**src/rtl/load_store_unit.sv**
```systemverilog
// Byte-addressed load/store front end for a word-wide, registered-read data memory.
// Optional macro LSU_MISALIGN_CHECK_EN turns misaligned H/W accesses into errors.
module load_store_unit #(
    parameter int MEM_WORDS = 100001
) (
    input  logic        clk,
    input  logic        rst_n,
    input  logic        req_valid,
    output logic        req_ready,
    input  logic        req_we,
    input  logic [2:0]  req_funct3,
    input  logic [31:0] req_addr,
    input  logic [31:0] req_wdata,
    output logic        rsp_valid,
    output logic [31:0] rsp_rdata,
    output logic        rsp_err,
    output logic [31:0] mem_addr,
    output logic [31:0] mem_wdata,
    output logic        mem_we,
    input  logic [31:0] mem_rdata
);

    typedef enum logic [1:0] {IDLE, RD, CAP, WR} state_t;

    state_t      state;
    logic        we_q;
    logic [2:0]  f3_q;
    logic [1:0]  off_q;
    logic [31:0] wdata_q;

    logic        accept;
    logic        f3_bad;
    logic        oob;
    logic        err;
    logic [1:0]  off;
    logic [4:0]  sh;
    logic [31:0] shifted;
    logic [31:0] ext;
    logic [31:0] mask;
    logic [31:0] merged;

    assign req_ready = (state == IDLE);
    assign accept    = req_valid && req_ready;

    always_comb begin
        f3_bad = 1'b1;
        unique case (req_funct3)
            3'b000, 3'b001, 3'b010: f3_bad = 1'b0;
            3'b100, 3'b101:         f3_bad = req_we;
            default:                f3_bad = 1'b1;
        endcase
        oob = {2'b00, req_addr[31:2]} >= 32'(MEM_WORDS);
        // Aligned offset; a misaligned access is one whose raw offset differs.
        off = req_addr[1:0];
        unique case (req_funct3[1:0])
            2'b01:   off = {req_addr[1], 1'b0};
            2'b10:   off = 2'b00;
            default: off = req_addr[1:0];
        endcase
`ifdef LSU_MISALIGN_CHECK_EN
        err = f3_bad || oob || (off != req_addr[1:0]);
`else
        err = f3_bad || oob;
`endif
    end

    always_comb begin
        sh      = {off_q, 3'b000};
        shifted = mem_rdata >> sh;
        unique case (f3_q)
            3'b000:  ext = {{24{shifted[7]}}, shifted[7:0]};
            3'b001:  ext = {{16{shifted[15]}}, shifted[15:0]};
            3'b100:  ext = {24'h0, shifted[7:0]};
            3'b101:  ext = {16'h0, shifted[15:0]};
            default: ext = mem_rdata;
        endcase
        mask   = (f3_q[1:0] == 2'b00) ? 32'h0000_00ff : 32'h0000_ffff;
        mask   = mask << sh;
        merged = (mem_rdata & ~mask) | ((wdata_q << sh) & mask);
    end

    always_ff @(posedge clk or negedge rst_n) begin
        if (!rst_n) begin
            state     <= IDLE;
            rsp_valid <= 1'b0;
            rsp_err   <= 1'b0;
            rsp_rdata <= 32'h0;
            mem_we    <= 1'b0;
            mem_addr  <= 32'h0;
            mem_wdata <= 32'h0;
            we_q      <= 1'b0;
            f3_q      <= 3'b000;
            off_q     <= 2'b00;
            wdata_q   <= 32'h0;
        end else begin
            rsp_valid <= 1'b0;
            rsp_err   <= 1'b0;
            rsp_rdata <= 32'h0;
            mem_we    <= 1'b0;
            unique case (state)
                IDLE: begin
                    if (accept) begin
                        we_q    <= req_we;
                        f3_q    <= req_funct3;
                        off_q   <= off;
                        wdata_q <= req_wdata;
                        if (err) begin
                            rsp_valid <= 1'b1;
                            rsp_err   <= 1'b1;
                        end else begin
                            mem_addr <= {2'b00, req_addr[31:2]};
                            if (req_we && req_funct3[1:0] == 2'b10) begin
                                mem_wdata <= req_wdata;
                                mem_we    <= 1'b1;
                                state     <= WR;
                            end else begin
                                state <= RD;
                            end
                        end
                    end
                end
                RD: state <= CAP;
                CAP: begin
                    // Sub-word stores come through here for the read half of RMW.
                    if (we_q) begin
                        mem_wdata <= merged;
                        mem_we    <= 1'b1;
                        state     <= WR;
                    end else begin
                        rsp_valid <= 1'b1;
                        rsp_rdata <= ext;
                        state     <= IDLE;
                    end
                end
                WR: begin
                    rsp_valid <= 1'b1;
                    state     <= IDLE;
                end
            endcase
        end
    end

endmodule

```
**config.mk**
```make
export PLATFORM = sky130hd
export DESIGN_NAME = load_store_unit
export DESIGN_NICKNAME = d
export VERILOG_FILES = /design/src/rtl/load_store_unit.sv
export SDC_FILE = /design/constraint.sdc
export NUM_CORES = 1
export LEC_CHECK = 0
export CORE_MARGIN = 4
export CORE_UTILIZATION = 41
export DETAILED_ROUTE_END_ITERATION = 16
export PLACE_DENSITY = 0.76
export RECOVER_POWER = 25
export SETUP_SLACK_MARGIN = 0.2
export SYNTH_ARGS = -nofsm -noshare
export SYNTH_HDL_FRONTEND = slang
export SYNTH_SLANG_ARGS = --single-unit
```
**constraint.sdc**
```tcl
create_clock -name clk -period 1.7 [get_ports clk]
set_input_delay 0.34 -clock clk [delete_from_list [all_inputs] [get_ports clk]]
set_output_delay 0.34 -clock clk [all_outputs]
set_load 0.05 [all_outputs]
```
==> results.toml, run 1 <==
[sta]
setup_viol = 78
worstMarginPinSlew_ps = 855
min_period_ps = 2010
min_period_over_period_pct = 118
rsz0062_at_grt = "yes"
max_slew_margin_pct = 43.0
finalHoldViolCount = 0
finalClockSkew_ps = 10.2
finalMaxSlewViolations = 0
hold_ws_ps = 176
maxClockFrequency_mhz = 498
setup_ws_ps = -306

[setup_path]
crit_fanout = 8
critical_path_class = "in -> reg"
cp-start-kind = "input port"
path_cells = "clkdlybuf4s50_1, nor3b_4, nand3_2, nor3_4, a21boi_4, buf_6, buf_12, buf_16, mux2_4"
critPathSlowestCell = "clkdlybuf4s50_1"
end_kind = "flop"
path_buf_inv = 4
crit_arrival_ps = 2320
max_stage_delay_ps = 540
cp.required_ps = 2020
critical-path-top-delay-family = "buffers and inverters"

[yosys]
synth_compound_area_share_pct = 10.2
muxShareOfSynthArea_pct = 21.3
yosys_register_bits = 121
synth_xor_area_share_pct = 0
yosys_warnings = 0
synthArstFlopShare_pct = 100
ys.flop_type = "dfrtp_1"
synth-simple-area-share_pct = 12.7
synthesis.area_sq_mm = 0.00596
syn-instance-count = 535
synth-adder-area-share_pct = 0.420
synth_edf_count = 0
synth_top_family_by_area = "multiplexers"
synth_cell_types = 47
yosysSeqAreaShare_pct = 50.8
syn_area_per_cell_sq_um = 11.1

[finish]
final_cell_mix = "buf_4, dfrtp_1, clkdlybuf4s50_1"
syn2layout_area_growth_pct = 68.4
final_common_cell = "buf_4"
fin_nets = 929
n_fill_cell = 937
antenna_cells = 0
drive_gt1_share_pct = 46.8
final_cell_area_sq_mm = 0.0100

[place]
placed_cell_area_sq_mm = 0.00845
dp_hpwl_mm = 14.7
io_buffers = 200
place.gp.congestion = 0.898

[drt]
drt-total-wl_mm = 22.4
drtIter0Drc = 432
via_per_inst = 5.43
route.detailed.wl_per_inst_um = 22.0
drc_errors = 0
ant_nets = 0
dr.pass1.iters = 5
via_count = 5519

[status]
status = "finished with violations"
failed_checks = "negative setup slack"

[clock_network]
cts_inserted_buffers = 17
clk_latency_ps = 430
max-clock-path-buffers = 2
cts_tree = "built"
clk_pin_slew_worst_paths_ps = 60
htreeDepth = 4
clock-sinks = 121
clock-root-buffer = "clkbuf_16"

[power]
p_sw_share_pct = 28.1
leakagePower_nw = 4.95
pwr-share-clk_pct = 43.2
p_switching_mw = 2.35
seqPwrFrac_pct = 36.4
finalPower_mw = 8.38
power_frac_comb_pct = 20.4
vdd_drop_max_mv = 0.848
intPower_mw = 6.03
p_per_area_mw_per_mm2 = 835

[global_routing]
gr-total-overflow = 0
grt_max_degree = 52
grt_pass1_wl_mm = 30.9
grt_pass1_vias = 5553
antenna_found_initial = 0
grt_usage_pct = 24.7

[flow_run]
cap_violations = 0

[floorplan]
pin_count = 203
die_area_sq_mm = 0.0165
start_util_pct = 42.5
dieHeight_um = 129
dieWidth_um = 129
design.core.area_sq_mm = 0.0140
row_count = 43

[worst_hold_path]
hp-class = "in -> reg"
## metrics by stage
| stage | util [%] | setup TNS (ps) | worst slack (ps) | cells |
|---|---|---|---|---|
| after floorplan | - | -1790 | -68.3 | 536 |
| after global placement | 60.2 | -48900 | -619 | 947 |
| after detailed placement | 60.2 | -54670 | -709 | 947 |
| after CTS | 67.5 | -6240 | -188 | 997 |
| after global routing | 71.5 | -13120 | -328 | 1017 |
| final | 71.5 | -11190 | -306 | 1017 |
## Yosys cell counts (5+ instances only)
cell | count | area (sq um)
dfrtp_1 | 121 | 3030
mux2_2 | 68 | 766
nor2_1 | 49 | 184
nand2_1 | 40 | 150
mux2i_1 | 39 | 390
a21oi_1 | 23 | 115
o21ai_0 | 23 | 115
clkbuf_1 | 20 | 75.1
nor2b_1 | 18 | 113
nor3_1 | 18 | 90.1
inv_1 | 17 | 63.8
and2_1 | 14 | 87.6
a221oi_1 | 8 | 70.1
buf_6 | 7 | 78.8
mux2_1 | 7 | 78.8
o221a_2 | 7 | 78.8
o41ai_1 | 5 | 43.8
## layer usage
metal | track usage [%] | vias to the layer above | part of all wire, %
li1 | - | 2464 | -
met5 | 0 | - | 0
met2 | 41.2 | 251 | 50
met4 | 10.2 | 0 | 3.7
met1 | 31.5 | 2750 | 40
met3 | 5.19 | 54 | 5.8
## flip-flops by register name, summed over array words and instances (netlist names)
signal	count
rsp_rdata	32
mem_we	1
f3_q	3
mem_addr	30
we_q	1
rsp_valid	1
wdata_q	16
off_q	2
rsp_err	1
state	2
mem_wdata	32
## worst reg2reg max path, stage by stage, from the launching register on
cell      delay (ps)
dfrtp_1          410
nor3b_4          250
nand3_2          140
nor3_4           240
a21boi_4         100
buf_6            150
buf_12           130
buf_16           140
mux2_4           300
## cell families after synthesis
logic type | count (synthesis)
adder cells (fa/ha/maj) | 2
other | 1
AO/OA/AOI/OAI | 86
multiplexers | 116
flip-flops | 121
AND/OR/NAND/NOR | 157
buffers and inverters | 52
## power by group through the flow
stage / clock network (mW) / logic [mW] / registers [mW]
5_1_grt: 3.80 / 1.81 / 3.06
2_1_floorplan: 0 / 0.620 / 3.19
3_5_place_dp: 0 / 1.49 / 3.09
4_1_cts: 3.67 / 1.55 / 3.04
6_report: 3.62 / 1.71 / 3.05
3_3_place_gp: 0 / 1.46 / 3.09
## timing repair
action,in CTS,in global routing
pin swaps,15,18
setup endpoints to repair,112,119
resized for setup,81,98
hold endpoints to repair,12,0
buffers inserted,13,12
cloned,4,8
hold buffers,1,0
## worst paths after layout
check / start / end / slack [ps] / depth (start not counted)
min in group asynchronous: rst_n / mem_addr[26]$_DFFE_PN0P_ / 530 / 2
min reg2reg: mem_addr[29]$_DFFE_PN0P_ / mem_addr[29]$_DFFE_PN0P_ / 490 / 1
max: req_valid / mem_wdata[16]$_DFFE_PN0P_ / -310 / 9
max in group asynchronous: rst_n / rsp_rdata[13]$_DFF_PN0_ / 220 / 3
min: req_addr[6] / mem_addr[4]$_DFFE_PN0P_ / 180 / 2
max reg2reg: state[0]$_DFFE_PN0P_ / mem_wdata[16]$_DFFE_PN0P_ / -260 / 8
## final cells by class
cell class                 count  area [sq um]  share of cell area [%]
multi-input combinational    363          3170                    31.6
sequential                   121          3030                    30.2
timing repair buffer         304          2950                    29.4
clock buffer                  19           453                    4.51
tap                          180           225                    2.24
clock inverter                13           145                    1.45
inverter                      17          63.8                   0.636
Note: power is estimated with default switching activity, not from simulation.
==> inputs of run 2 (changes only) <==
CORE_UTILIZATION = 46   (was 41)
CTS_CLUSTER_DIAMETER = 80   (was default)
PLACE_DENSITY = 0.81   (was 0.76)
clock period = 2.1 ns   (was 1.7 ns; I/O delays follow)
==> results.toml, run 2 (same netlist as run 1, synthesis figures left out) <==
[power]
p_sw_share_pct = 27.6
seqPwrFrac_pct = 38.6
pwr-share-clk_pct = 44.2
p_switching_mw = 1.77
leakagePower_nw = 4.64
p_per_area_mw_per_mm2 = 699
vdd_drop_max_mv = 0.557
power_frac_comb_pct = 17.2
intPower_mw = 4.65

[flow_run]
cap_violations = 0

[sta]
finalMaxSlewViolations = 0
setup_ws_ps = 17.9
min_period_ps = 2080
min_period_over_period_pct = 99.1
setup_tns_ps = 0
finalHoldViolCount = 0
finalClockSkew_ps = 7.10
maxClockFrequency_mhz = 480
setup_viol = 0
worstMarginPinSlew_ps = 959
rsz0062_at_grt = "yes"
max_slew_margin_pct = 36.1
hold_ws_ps = 288

[drt]
drtIter0Drc = 466
ant_nets = 0
drc_errors = 0
route.detailed.wl_per_inst_um = 20.7
dr.pass1.iters = 6
via_count = 5282
drt-total-wl_mm = 20.0
via_per_inst = 5.47

[setup_path]
crit_fanout = 8
end_kind = "flop"
cp-start-kind = "input port"
crit_arrival_ps = 2380
critical_path_class = "in -> reg"
cp.required_ps = 2400

[finish]
final_common_cell = "dfrtp_1"
instances_no_fill = 966
final_cell_mix = "dfrtp_1, dlygate4sd2_1, clkdlybuf4s50_1"
utilization_pct = 72.4
syn2layout_area_growth_pct = 54.0
drive_gt1_share_pct = 25.9
fin_nets = 885
largest_registers = "mem_wdata x32, rsp_rdata x32, mem_addr x30"

[global_routing]
gr-total-overflow = 0
antenna_found_initial = 1
grt_usage_pct = 26.8
grt_pass1_wl_mm = 30.0
grt_max_degree = 58
grt_pass1_vias = 5449

[clock_network]
htreeDepth = 4
clk_latency_ps = 420
clk_pin_slew_worst_paths_ps = 60
cts_tree = "built"
cts_inserted_buffers = 17
clock-sinks = 121
max-clock-path-buffers = 2
clock-root-buffer = "clkbuf_16"

[floorplan]
pin_count = 203
dieWidth_um = 122
start_util_pct = 47.1
row_count = 41
die_area_sq_mm = 0.0148
dieHeight_um = 122
design.core.area_sq_mm = 0.0127

[worst_hold_path]
hp-class = "in -> reg"

[place]
dp_cells = 912
place.gp.congestion = 0.935
place_ws_ps = -433
dp_hpwl_mm = 14.5
io_buffers = 200

[status]
status = "complete, no violations"
## run 2: power by group through the flow
stage	combinational (mW)	sequential (mW)	clock, mW
CTS	1.08	2.47	2.86
global route	1.17	2.48	2.98
detailed placement	1.10	2.51	0
floorplan	0.481	2.59	0
global placement	1.08	2.51	0
finish	1.10	2.48	2.83
## run 2: worst max-delay path: stages
cell and delay (ps):
dlygate4sd2_1 240, nor4_2 330, o211ai_1 190, nor3_2 270, a21boi_4 100, buf_12 150
buf_6 120, buf_16 130, buf_12 150, mux2_4 290
## run 2: layout make-up
type	instances	area, sq um
fillers	933	3490
flip-flops and latches	121	3030
repair buffers	260	2470
diodes	1	2.50
multi-input cells	363	2810
well taps	172	215
clock buffers	18	429
inverters	17	63.8
clock inverters	14	150
## run 2: path summary, 6_finish.rpt
| path | from | end | slack (ps) | cells past startpoint |
|---|---|---|---|---|
| setup / recovery | req_addr[21] | mem_wdata[8]$_DFFE_PN0P_ | 20 | 10 |
| setup reg to reg | state[1]$_DFFE_PN0P_ | mem_wdata[8]$_DFFE_PN0P_ | 90 | 9 |
| hold / removal | req_addr[4] | mem_addr[2]$_DFFE_PN0P_ | 290 | 2 |
| min in group asynchronous | rst_n | mem_addr[25]$_DFFE_PN0P_ | 690 | 2 |
| hold reg to reg | mem_addr[24]$_DFFE_PN0P_ | mem_addr[24]$_DFFE_PN0P_ | 480 | 1 |
| max in group asynchronous | rst_n | rsp_rdata[24]$_DFF_PN0_ | 360 | 3 |
## run 2: through the flow
step,cell area [sq um],total power [mW]
3_5_place_dp,8340,3.61
5_1_grt,9180,6.64
4_1_cts,9030,6.41
3_3_place_gp,8340,3.59
6_report,9180,6.42
2_1_floorplan,5970,3.07
## run 2: repair_timing
action                                  in CTS  in global routing
cloned                                       2                  2
endpoints found under the setup margin     159                 47
endpoints found under the hold margin       37                  0
buffers inserted                            13                  3
resized for setup                          146                 34
hold buffers                                 1                  0
pin swaps                                   14                 11
## run 2: routing by layer
metal	GRT usage (%)	vias up	routed length, um
met5	0	-	0
met4	10.9	0	674
met3	5.57	48	1150
met2	43.1	227	9830
met1	35.5	2629	8340
li1	-	2378	-
==> inputs of run 3 (changes only) <==
GPL_TIMING_DRIVEN = 0   (was default)
SETUP_SLACK_MARGIN = 0.3   (was 0.2)
==> results.toml, run 3 (same netlist as run 1, synthesis figures left out) <==
[status]
status = "complete, no violations"

[global_routing]
use_met1_pct = 37.1
gr-total-overflow = 0
grt_pass1_wl_mm = 31.5
top_usage_layer = "met2"
grt_usage_pct = 28.0
grt_pass1_vias = 5585
grtUsageMet3_pct = 6.41
grt_use_met2_pct = 45.1
grt_max_degree = 99
antenna_found_initial = 0

[place]
dp_hpwl_mm = 14.9
io_buffers = 200
place.gp.congestion = 0.921
place_ws_ps = -554
placed_cell_area_sq_mm = 0.00822

[worst_hold_path]
hp-class = "in -> reg"
min_path_cells = 2

[setup_path]
critical_path_class = "reg -> reg"
crit_arrival_ps = 2240
r2r_cells = 9
crit_fanout = 6
cp-start-kind = "flop"
cp.required_ps = 2400
end_kind = "flop"

[floorplan]
start_util_pct = 47.1
die_area_sq_mm = 0.0148
dieWidth_um = 122
dieHeight_um = 122
row_count = 41
pin_count = 203
design.core.area_sq_mm = 0.0127

[sta]
setup_ws_ps = 161
min_period_ps = 1940
finalMaxSlewViolations = 0
finalHoldViolCount = 0
max_slew_margin_pct = 41.4
setup_viol = 0
min_period_over_period_pct = 92.3
rsz0062_at_grt = "yes"
finalClockSkew_ps = 6.82
setup_tns_ps = 0
maxClockFrequency_mhz = 516
worstMarginPinSlew_ps = 880

[power]
leakagePower_nw = 4.74
finalPower_mw = 6.74
p_per_area_mw_per_mm2 = 714
vdd_drop_max_mv = 0.766

[drt]
drc_errors = 0
drt-total-wl_mm = 20.7
route.detailed.wl_per_inst_um = 21.2
drtIter0Drc = 414
ant_nets = 0
via_per_inst = 5.48
via_count = 5349
dr.pass1.iters = 7

[finish]
drive_gt1_share_pct = 29.6
syn2layout_area_growth_pct = 58.2
fin_nets = 896
antenna_cells = 0
largest_registers = "mem_wdata x32, rsp_rdata x32, mem_addr x30"
final_cell_area_sq_mm = 0.00943
final_cell_mix = "dfrtp_1, dlygate4sd2_1, clkdlybuf4s50_1"
final_common_cell = "dfrtp_1"

[flow_run]
cap_violations = 0

[clock_network]
clock-root-buffer = "clkbuf_16"
clk_pin_slew_worst_paths_ps = 60
htreeDepth = 4
clock-sinks = 121
max-clock-path-buffers = 2
cts_tree = "built"
cts_inserted_buffers = 17
clk_latency_ps = 420
run 3: layout make-up:
class / count / area, sq um
fillers: 896 / 3240
flip-flops and latches: 121 / 3030
multi-input cells: 363 / 2980
repair buffers: 236 / 2230
clock buffers: 21 / 460
plain buffers: 35 / 279
well taps: 172 / 215
clock inverters: 11 / 170
inverters: 17 / 63.8
run 3: power breakdown:
part           internal (mW)  switching [mW]
Sequential              2.40          0.0667
Clock                   2.05            1.04
Combinational          0.515           0.664
run 3: layer usage:
layer | part of all wire (%) | up-vias
li1 | - | 2405
met1 | 41 | 2651
met2 | 49 | 246
met3 | 6.9 | 47
met4 | 3.3 | 0
met5 | 0 | -
run 3: repair_timing:
action | in CTS | in global routing
pin swaps | 15 | 21
endpoints found under the hold margin | 23 | 0
endpoints found under the setup margin | 199 | 94
gates cloned | 5 | 2
resized for setup | 237 | 75
setup buffers | 16 | 11
hold buffers | 1 | 0
run 3: worst paths after layout:
| kind | start | endpoint | slack (ps) |
|---|---|---|---|
| worst max-delay path | state[0]$_DFFE_PN0P_ | mem_wdata[6]$_DFFE_PN0P_ | 160 |
| worst min-delay path | req_addr[8] | mem_addr[6]$_DFFE_PN0P_ | 240 |
| worst max register to register | state[0]$_DFFE_PN0P_ | mem_wdata[6]$_DFFE_PN0P_ | 160 |
| worst min register to register | mem_addr[25]$_DFFE_PN0P_ | mem_addr[25]$_DFFE_PN0P_ | 480 |
| max in group asynchronous | rst_n | state[1]$_DFFE_PN0P_ | 530 |
| min in group asynchronous | rst_n | mem_addr[21]$_DFFE_PN0P_ | 430 |
run 3: critical path: stages (launching register included):
cell	delay (ps)
dfrtp_1	410
nor3b_2	180
buf_4	150
nand3_4	70
nor3_4	220
a21boi_4	90
buf_12	160
buf_12	130
buf_8	120
mux2_4	290
run 3: through the flow:
stage / utilization (%) / instances / hold slack [ps]
2_1_floorplan: - / 536 / 124
3_3_place_gp: 64.7 / 908 / 470
3_5_place_dp: 64.9 / 909 / 289
4_1_cts: 72.8 / 963 / 242
5_1_grt: 74.4 / 976 / 227
6_report: 74.4 / 976 / 238
